## src/rtl/word_serializer.sv

```systemverilog
// MSB-first parallel-to-serial converter with a one-word holding buffer.
// Define WORD_SERIALIZER_PARITY_EN to append an even-parity bit per frame.
module word_serializer #(
  parameter int   WIDTH    = 8,
  parameter logic IDLE_BIT = 1'b0
) (
  input  logic             clk,
  input  logic             reset,
  input  logic [WIDTH-1:0] data_in,
  input  logic             data_valid,
  output logic             data_ready,
  output logic             serial_bit,
  output logic             bit_valid,
  output logic             frame_start,
  output logic             busy
);

`ifdef WORD_SERIALIZER_PARITY_EN
  localparam int FRAME_LEN = WIDTH + 1;
`else
  localparam int FRAME_LEN = WIDTH;
`endif
  localparam int CW = $clog2(WIDTH + 1);
  localparam logic [CW-1:0] LAST = CW'(FRAME_LEN - 1);

  typedef enum logic {S_IDLE, S_SHIFT} state_t;

  state_t           r_state, w_next_state;
  logic [WIDTH-1:0] r_sh, w_sh_nx;
  logic [WIDTH-1:0] r_hold, w_hold_nx;
  logic [CW-1:0]    r_cnt, w_cnt_nx;
  logic             r_hold_full, w_hold_full_nx;
  logic             r_sbit, w_sbit_nx;
  logic             r_bv, w_bv_nx;
  logic             r_fs, w_fs_nx;
  logic             w_last, w_free, w_accept, w_load;
  logic [WIDTH-1:0] w_word;
`ifdef WORD_SERIALIZER_PARITY_EN
  logic             r_par, w_par_nx;
`endif

  assign w_accept = data_valid & ~r_hold_full;
  assign w_last   = (r_state == S_SHIFT) && (r_cnt == LAST);
  assign w_free   = (r_state == S_IDLE) | w_last;
  assign w_load   = w_free & (r_hold_full | w_accept);
  assign w_word   = r_hold_full ? r_hold : data_in;

  always_ff @(posedge clk or posedge reset) begin
    if (reset) r_state <= S_IDLE;
    else       r_state <= w_next_state;
  end

  always_comb begin
    w_next_state = r_state;
    unique case (r_state)
      S_IDLE:  if (w_load) w_next_state = S_SHIFT;
      S_SHIFT: if (w_last && !w_load) w_next_state = S_IDLE;
    endcase
  end

  // A word accepted while the shifter is busy parks in the hold buffer.
  always_comb begin
    w_hold_nx      = r_hold;
    w_hold_full_nx = r_hold_full;
    if (w_accept && (r_hold_full || !w_free)) begin
      w_hold_nx      = data_in;
      w_hold_full_nx = 1'b1;
    end else if (w_free && r_hold_full) begin
      w_hold_full_nx = 1'b0;
    end
  end

  always_comb begin
    w_sh_nx   = r_sh;
    w_cnt_nx  = r_cnt;
    w_sbit_nx = IDLE_BIT;
    w_bv_nx   = 1'b0;
    w_fs_nx   = 1'b0;
`ifdef WORD_SERIALIZER_PARITY_EN
    w_par_nx  = r_par;
`endif
    if (w_load) begin
      w_sh_nx   = w_word;
      w_cnt_nx  = '0;
      w_sbit_nx = w_word[WIDTH-1];
      w_bv_nx   = 1'b1;
      w_fs_nx   = 1'b1;
`ifdef WORD_SERIALIZER_PARITY_EN
      w_par_nx  = ^w_word;
`endif
    end else if (r_state == S_SHIFT && !w_last) begin
      w_sh_nx   = r_sh << 1;
      w_cnt_nx  = r_cnt + CW'(1);
      w_sbit_nx = r_sh[WIDTH-2];
      w_bv_nx   = 1'b1;
`ifdef WORD_SERIALIZER_PARITY_EN
      if (r_cnt == CW'(WIDTH - 1)) w_sbit_nx = r_par;
`endif
    end
  end

  always_ff @(posedge clk or posedge reset) begin
    if (reset) begin
      r_sh        <= '0;
      r_hold      <= '0;
      r_hold_full <= 1'b0;
      r_cnt       <= '0;
      r_sbit      <= IDLE_BIT;
      r_bv        <= 1'b0;
      r_fs        <= 1'b0;
`ifdef WORD_SERIALIZER_PARITY_EN
      r_par       <= 1'b0;
`endif
    end else begin
      r_sh        <= w_sh_nx;
      r_hold      <= w_hold_nx;
      r_hold_full <= w_hold_full_nx;
      r_cnt       <= w_cnt_nx;
      r_sbit      <= w_sbit_nx;
      r_bv        <= w_bv_nx;
      r_fs        <= w_fs_nx;
`ifdef WORD_SERIALIZER_PARITY_EN
      r_par       <= w_par_nx;
`endif
    end
  end

  assign data_ready  = ~r_hold_full;
  assign serial_bit  = r_sbit;
  assign bit_valid   = r_bv;
  assign frame_start = r_fs;
  assign busy        = r_bv | r_hold_full;

endmodule

```

## config.mk

```make
export PLATFORM = sky130hd
export DESIGN_NAME = word_serializer
export DESIGN_NICKNAME = d
export VERILOG_FILES = /design/src/rtl/word_serializer.sv
export SDC_FILE = /design/constraint.sdc
export NUM_CORES = 1
export LEC_CHECK = 0
export CAP_MARGIN = 20
export CORE_MARGIN = 10
export CORE_UTILIZATION = 47
export DETAILED_ROUTE_END_ITERATION = 8
export GPL_TIMING_DRIVEN = 0
export MAX_ROUTING_LAYER = met4
export PLACE_DENSITY = 0.83
export SYNTH_ARGS = -nofsm -noshare
export SYNTH_HDL_FRONTEND = slang
export SYNTH_SLANG_ARGS = --single-unit
```

## constraint.sdc

```tcl
create_clock -name clk -period 1.54 [get_ports clk]
set_clock_uncertainty 0.15 [all_clocks]
set_input_delay 0.154 -clock clk [delete_from_list [all_inputs] [get_ports clk]]
set_output_delay 0.154 -clock clk [all_outputs]
set_load 0.01 [all_outputs]
```

Yosys cells after proc, flatten, opt, wreduce, memory -nomap -nowiden
Cells that the tools add are included.
{"block": "op_classes", "n_mux": 14, "bitwise_logic": 7, "n_eq_ne": 1, "add_sub_neg": 1, "reduce_logical": 11}
{"cell": "two-way mux 7 bit", "n": 2}
{"cell": "two-way mux 1 bit", "n": 8}
{"cell": "two-way mux 4 bit", "n": 2}
{"cell": "two-way mux 8 bit", "n": 1}
{"cell": "logical AND 1 bit", "n": 5}
{"cell": "adder 4 x 1 -> 4 bit, second input constant", "n": 1}
{"cell": "equality test 4 x 3 -> 1 bit, second input constant", "n": 1}
{"cell": "nonzero test 2 bit", "n": 2}
{"cell": "logical NOT 1 bit", "n": 3}
{"cell": "OR 1 bit", "n": 3}
{"cell": "AND 1 bit", "n": 2}
{"cell": "inverter 1 bit", "n": 2}
{"cell": "case mux 1 bit (2 select lines)", "n": 1}
{"cell": "logical OR 1 bit", "n": 1}
{"block": "word_totals", "wordCells": 42, "out_inout_bits": 5, "inputBits": 11, "ff_bits": 24}

Depth between registers and ports, before layout
Gate-level depths: netlist (run 1).
{"block": "logic_depth", "word_depth": 8, "ltp_mapped": 5, "depth_no_buf": 4}

Worst setup path before layout (run 1)
No wires, ideal clock.
{"block": "synth_path", "kind": "register -> register", "startpoint": "reg r_cnt[0]", "endpoint": "reg r_hold[0]", "setup_slack_ns": -0.126, "setup_time_ns": 0.125, "arrival_ns": 1.391, "required_ns": 1.265, "path_stages_with_launch": 6, "path_cell_list": "dfrtp_1 > ha_1 > nand3b_4 > and4_4 > buf_6 > mux2_4"}
{"block": "synth_between", "elab_chain_len": 6}
{"element": "start, declared", "line": "31", "text": "logic [CW-1:0] r_cnt, w_cnt_nx;"}
{"element": "start signal, assigned", "line": "118", "text": "r_cnt <= w_cnt_nx;"}
{"element": "equality test 4 x 3 -> 1 bit", "line": "43", "text": "assign w_last = (r_state == S_SHIFT) && (r_cnt == LAST);"}
{"element": "logical AND 1 bit", "line": "43"}
{"element": "OR 1 bit", "line": "44", "text": "assign w_free = (r_state == S_IDLE) | w_last;"}
{"element": "logical NOT 1 bit", "line": "65", "text": "if (w_accept && (r_hold_full || !w_free)) begin"}
{"element": "logical OR 1 bit", "line": "65"}
{"element": "logical AND 1 bit", "line": "65"}
{"element": "end signal, assigned", "line": "116", "text": "r_hold <= w_hold_nx;"}
{"element": "end, declared", "line": "30", "text": "logic [WIDTH-1:0] r_hold, w_hold_nx;"}
No other way between the ends.
A chain may end at the register's enable or synchronous reset.

Final worst setup path (run 1)
{"block": "layout_path", "startpoint": "reg r_cnt[0]", "endpoint": "reg r_hold[3]"}
The elaborated chain is that of the path after synthesis.

==> results of run 1 <==
-- worst max path at each step --
stage,start,endpoint,slack [ns],depth (start not counted)
floorplan,r_cnt[0],r_hold[0],-0.04,5
global placement,r_hold_full,busy,-0.26,4
detailed placement,data_valid,r_sh[1],-0.30,5
CTS,r_cnt[0],r_hold[4],-0.11,5
global route,r_cnt[0],r_hold[4],-0.14,5
finish,r_cnt[0],r_hold[3],-0.09,5
-- cell usage in the layout (no fill, tap or decap), drive strengths merged --
master,count
dfrtp,24
buf,15
mux2,15
nand2,14
clkdlybuf4s50,10
mux2i,8
o21ai,8
clkbuf,4
inv,2
o211ai,2
dlymetal6s2s,2
nor2,2
nand3b,1
and4,1
o211a,1
nand4,1
o31ai,1
a21oi,1
or2,1
and3,1
a31o,1
o311ai,1
ha,1
bufinv,1
dlygate4sd2,1
-- what timing repair did --
action                                  CTS  global route
resized for setup                        13             8
endpoints found under the setup margin   15            19
setup buffers                             9             2
pin swaps                                 2             1
-- flip-flops by register name, summed over array words and instances, names as in the netlist --
signal	flops
r_sh	7
r_state	1
r_hold	8
frame_start	1
bit_valid	1
r_hold_full	1
r_cnt	4
serial_bit	1
-- power by group through the flow --
| stage | Combinational (mW) | Sequential (mW) | Clock (mW) |
|---|---|---|---|
| finish | 1.02 | 1.08 | 0.459 |
| global route | 1.14 | 1.11 | 0.490 |
| CTS | 1.02 | 1.08 | 0.468 |
| detailed placement | 0.898 | 1.08 | 0 |
| global placement | 0.853 | 1.06 | 0 |
| floorplan | 0.667 | 1.05 | 0 |
-- worst reg2reg max path, cell delays in order (launching register included) --
cell      delay [ns]
dfrtp_1         0.44
ha_4            0.18
nand3b_4        0.10
and4_4          0.23
buf_12          0.14
mux2_4          0.30
-- routing by layer --
metal	GRT usage, %	vias to the layer above	routed length (um)	share of wire, %
met5	-	-	0	0
met4	1.33	0	13	0.55
met3	3.99	2	115	4.8
met2	17.9	18	1220	51
met1	11.5	377	1030	43
li1	-	379	-	-
-- through the flow --
stage	power, mW	hold WS [ns]	instances
floorplan	1.72	0.0186	91
global placement	1.92	0.322	134
detailed placement	1.98	0.329	134
CTS	2.57	0.179	146
global route	2.74	0.234	147
finish	2.56	0.159	147
-- cell type report --
type	count	share of cell area [%]
inverters	2	0.503
clock buffers	3	1.51
well taps	28	2.35
plain buffers	3	2.60
flip-flops and latches	24	40.4
repair buffers	26	15.6
clock inverters	1	2.01
multi-input cells	60	35.1
-- kinds of logic after synthesis --
family	after synthesis
flops	24
buf+inv	7
simple gates	21
mux	23
compound gates	15
fa+ha+maj	1
==> metrics.yaml, run 1 <==
worstHoldPathType: "input pin to async pin"
required_ns: 1.61
fin_nets: 132
grt_use_total_pct: 10.5
core_area_mm2: 0.00225
ys_seq_area_share_pct: 52.6
yosys.area_share.simple_pct: 9.97
synth_edf_count: 0
post-route-period-util_pct: 106
synthTopCellsByArea: "dfrtp_1, mux2_4, mux2i_1"
p_leak_nw: 0.732
worst_pin_slew_ns: 0.900
swShare_pct: 30.2
layout_min_cycle_time_ns: 1.63
port_buffers: 15
drtIter0Drc: 13
slew_headroom_pct: 39.9
multi_input_area_um2: 523
fp.dieW_um: 69.3
r2r-start: "r_cnt[0]"
grt_remaining_overflow: 0
gp_congestion: 0.759
grt_max_degree: 25
clkSlewWorstSetupHoldPaths_ns: 0.13
synth_top_cell_by_area: "dfrtp_1"
setup_slack_ns: -0.0908
avgSynthCellArea_um2: 12.6
p_int_mw: 1.79
yosysWarnings: 0
netlist_area_mm2: 0.00114
synthArstFlopShare_pct: 100
max-cap-violations: 0
path_max_fanout: 8
syn-num-nets: 103
ir_drop_v: 0.00101
r2r_cells: 5
worstPathArrival_ns: 1.70
ys.flop_type: "dfrtp_1"
synth_top_area_share_pct: 52.6
worst_setup_path_end_kind: "register"
rows: 17
ant_nets: 0
muxShareOfSynthArea_pct: 24.4
final.setup.tns_ns: -0.723
wl_per_cell_um: 16.1
grt_pass1_wl_um: 4090
synthAdderAreaFrac_pct: 1.10
pwr-share-comb_pct: 40.0
die-area_mm2: 0.00480
place_ws_ns: -0.296
cpMaxStageDelayCell: "dfrtp_1"
ys_types: 25
setup_viol: 9
path_cells: "ha_4 > nand3b_4 > and4_4 > buf_12 > mux2_4"
fill_cells: 183
worstSetupPathType: "register to register"
syn_inst: 91
synthTopCellsByCount: "dfrtp_1, nand2_1, mux2_4, mux2i_1, o21ai_0"
initial_core_util_pct: 50.7
power_switching_mw: 0.774
cts_buffer_depth: 2
cts_tree: "yes"
violations: "negative setup slack"
rsz0062_at_grt: "yes"
placed_area_mm2: 0.00134
synth_most_common_cell: "dfrtp_1"
cts_inserted_buffers: 3
cp_top_family: "flip-flops"
htree_levels: 1
synth_xor_area_share_pct: 0
clock_latency_ns: 0.32
chipHeight_um: 69.3
clkPwrFrac_pct: 17.9
first_pass_iters: 4
antenna_found_initial: 0
fin_area_mm2: 0.00149
drv_slew: 0
viasPerCell: 5.28
synth_top_family_by_area: "multiplexers"
root_buffer: "clkbuf_4"
max_freq_mhz: 613
dp_hpwl_um: 1620
synth_seq_cells: 24
drive_gt1_share_pct: 33.6
hold_viol_final: 0
wirelength_um: 2370
power_frac_seq_pct: 42.1
io_pins: 16
vias: 776
r2r_setup_slack_ns: -0.09
clock-sinks: 24
p_per_area_mw_per_mm2: 1720
critical_path_buf_inv_count: 1
status: "finished with violations"
drc_errors: 0
final-seq-area_um2: 602
r2r_end: "r_hold[3]"
area_delta_synth_final_pct: 30.6
n_antenna_cell: 0
startpoint_type: "register"
postCtsHoldBufs: 0
synth_compound_area_share_pct: 8.32
fin_util_pct: 66.1
critPathMaxStageDelay_ns: 0.44
first_global_vias: 889
Power figures use the tool's default switching activity.
==> run 2, diff against run 1 <==
--- a/config.mk
+++ b/config.mk
@@ -11,7 +11,7 @@
 export DETAILED_ROUTE_END_ITERATION = 8
 export GPL_TIMING_DRIVEN = 0
 export MAX_ROUTING_LAYER = met4
-export PLACE_DENSITY = 0.83
+export PLACE_DENSITY_LB_ADDON = 0.3
 export SYNTH_ARGS = -nofsm -noshare
 export SYNTH_HDL_FRONTEND = slang
 export SYNTH_SLANG_ARGS = --single-unit
==> run 2 against run 1 <==
The flow still finishes with violations (negative setup slack). Combinational power rose by 8%. Sequential power about the same. Utilization up 1.7 points. Critical path type unchanged. Flip-flop and latch count unchanged. Highest routed layer unchanged.
==> metrics.yaml, run 2 (synthesis gave the netlist of run 1 again) <==
status: "finished with violations"
violations: "negative setup slack"
wl_per_cell_um: 15.6  # -3.3%
htree_levels: 1  # unchanged
area_delta_synth_final_pct: 34.0
drive_gt1_share_pct: 37.7  # +4.1 points
clock-sinks: 24  # unchanged
core_area_mm2: 0.00225  # unchanged
dp_hpwl_um: 1500  # -7.4%
largest_registers: "r_hold x8, r_sh x7, r_cnt x4"
grt_pass1_wl_um: 3950  # -3.4%
max_freq_mhz: 610  # -0.49%
required_ns: 1.61  # about the same
drv_slew: 0  # unchanged
die-area_mm2: 0.00480  # unchanged
chipHeight_um: 69.3  # unchanged
slew_headroom_pct: 42.3  # +2.4 points
worst_pin_slew_ns: 0.865  # -0.0352 ns
final-seq-area_um2: 602  # unchanged
wl_met1_um: 1050  # +2.0%
first_global_vias: 797  # -10%
largest_reg_flops: 8  # unchanged
fin_nets: 135  # +2.3%
viasPerCell: 5.31  # +0.65%
cts_buffer_depth: 2  # unchanged
hold_viol_final: 0  # unchanged
drc_errors: 0  # unchanged
ant_nets: 0  # unchanged
setup_slack_ns: -0.0988  # -0.00806 ns
fill_cells: 178  # -2.7%
wl_met3_um: 117  # +1.7%
root_buffer: "clkbuf_4"
startpoint_type: "register"
multi_input_area_um2: 534  # +2.2%
cts_inserted_buffers: 3  # unchanged
worst_setup_path_end_kind: "register"
path_max_fanout: 8  # unchanged
grt_max_degree: 25  # unchanged
worstSetupPathType: "register to register"
setup_viol: 9  # unchanged
cts_tree: "yes"
port_buffers: 15  # unchanged
top_register: "r_hold"
gp_congestion: 0.728  # -4.1%
place_ws_ns: -0.269  # +0.0268 ns
worstHoldPathType: "input pin to async pin"
max-cap-violations: 0  # unchanged
initial_core_util_pct: 50.7  # unchanged
postCtsHoldBufs: 0  # unchanged
rsz0062_at_grt: "yes"
grt_remaining_overflow: 0  # unchanged
fp.dieW_um: 69.3  # unchanged
whs_ns: 0.133  # -0.0269 ns
n_antenna_cell: 0  # unchanged
final_cell_mix: "dfrtp_1, nand2_1, buf_4, mux2_4, clkdlybuf4s50_1"
clock_latency_ns: 0.33  # about the same
drtIter0Drc: 27  # +14
route.met2.wl_um: 1150  # -5.8%
vias: 797  # +2.7%
worstPathArrival_ns: 1.71  # about the same
layout_min_cycle_time_ns: 1.64  # +0.00806 ns
wirelength_um: 2340  # -1.3%
routed.top_layer: "met4"
p_per_area_mw_per_mm2: 1720  # +0.33%
final_common_cell: "dfrtp_1"
ir_drop_v: 0.00126  # +25%
fin_util_pct: 67.9  # +1.7 points
antenna_found_initial: 0  # unchanged
io_pins: 16  # unchanged
first_pass_iters: 4  # unchanged
grt_use_total_pct: 10.1  # -0.38 points
rows: 17  # unchanged
p_leak_nw: 0.751  # +2.6%
post-route-period-util_pct: 106  # +0.52 points
clkSlewWorstSetupHoldPaths_ns: 0.14  # about the same
-- run 2: cell count changes in the layout (fill, tap and decap cells not counted) --
cell	change
buf_2	+1
mux2_4	+3
buf_4	+1
mux2_1	-3
buf_8	+1
-- run 2: power by group --
group / switching, mW / total (mW) / internal, mW
Combinational: 0.400 / 1.10 / 0.698
Clock: 0.196 / 0.460 / 0.264
Sequential: 0.188 / 1.08 / 0.892
-- run 2: final cells by class --
class	count	share of cell area, %
plain buffers	4	3.35
clock buffers	3	1.47
clock inverters	1	1.96
inverters	2	0.491
multi-input cells	60	34.9
flip-flops and latches	24	39.3
well taps	28	2.29
repair buffers	28	16.2
-- run 2: critical path: stages (launching register included) --
cell and delay, ns:
dfrtp_1 0.44, ha_4 0.19, nand3b_4 0.10, and4_4 0.23, buf_12 0.14, mux2_4 0.30
-- run 2: path summary, 6_finish.rpt --
kind	startpoint	to	slack (ns)	depth (start not counted)
worst max register to register	r_cnt[1]	r_hold[0]	-0.1	5
min in group clk	data_in[5]	r_hold[5]	0.32	2
worst max-delay path	r_cnt[1]	r_hold[0]	-0.1	5
worst min register to register	r_sh[3]	r_sh[4]	0.36	1
max in group asynchronous	reset	r_hold_full	0.51	2
worst min-delay path	reset	r_hold[3]	0.13	2
-- run 2: stage by stage --
step	area (um^2)	power (mW)	TNS [ns]	std cells
3_3_place_gp	1340	1.92	-3.14	134
3_5_place_dp	1340	1.97	-3.57	134
5_1_grt	1530	2.82	-0.975	150
6_report	1530	2.64	-0.694	150
4_1_cts	1480	2.54	-0.666	146
2_1_floorplan	1160	1.72	-0.353	91
-- run 2: timing repair --
action,in CTS,in global routing
gates resized for setup,14,9
gates cloned,0,0
setup buffers,9,4
hold endpoints to repair,0,0
pin swaps,2,3
setup endpoints to repair,15,20
-- run 2: layer usage --
metal	vias to the layer above	global-route usage [%]
li1	385	-
met1	388	11.9
met2	20	14.7
met3	4	4.28
met4	0	3.99
met5	-	-
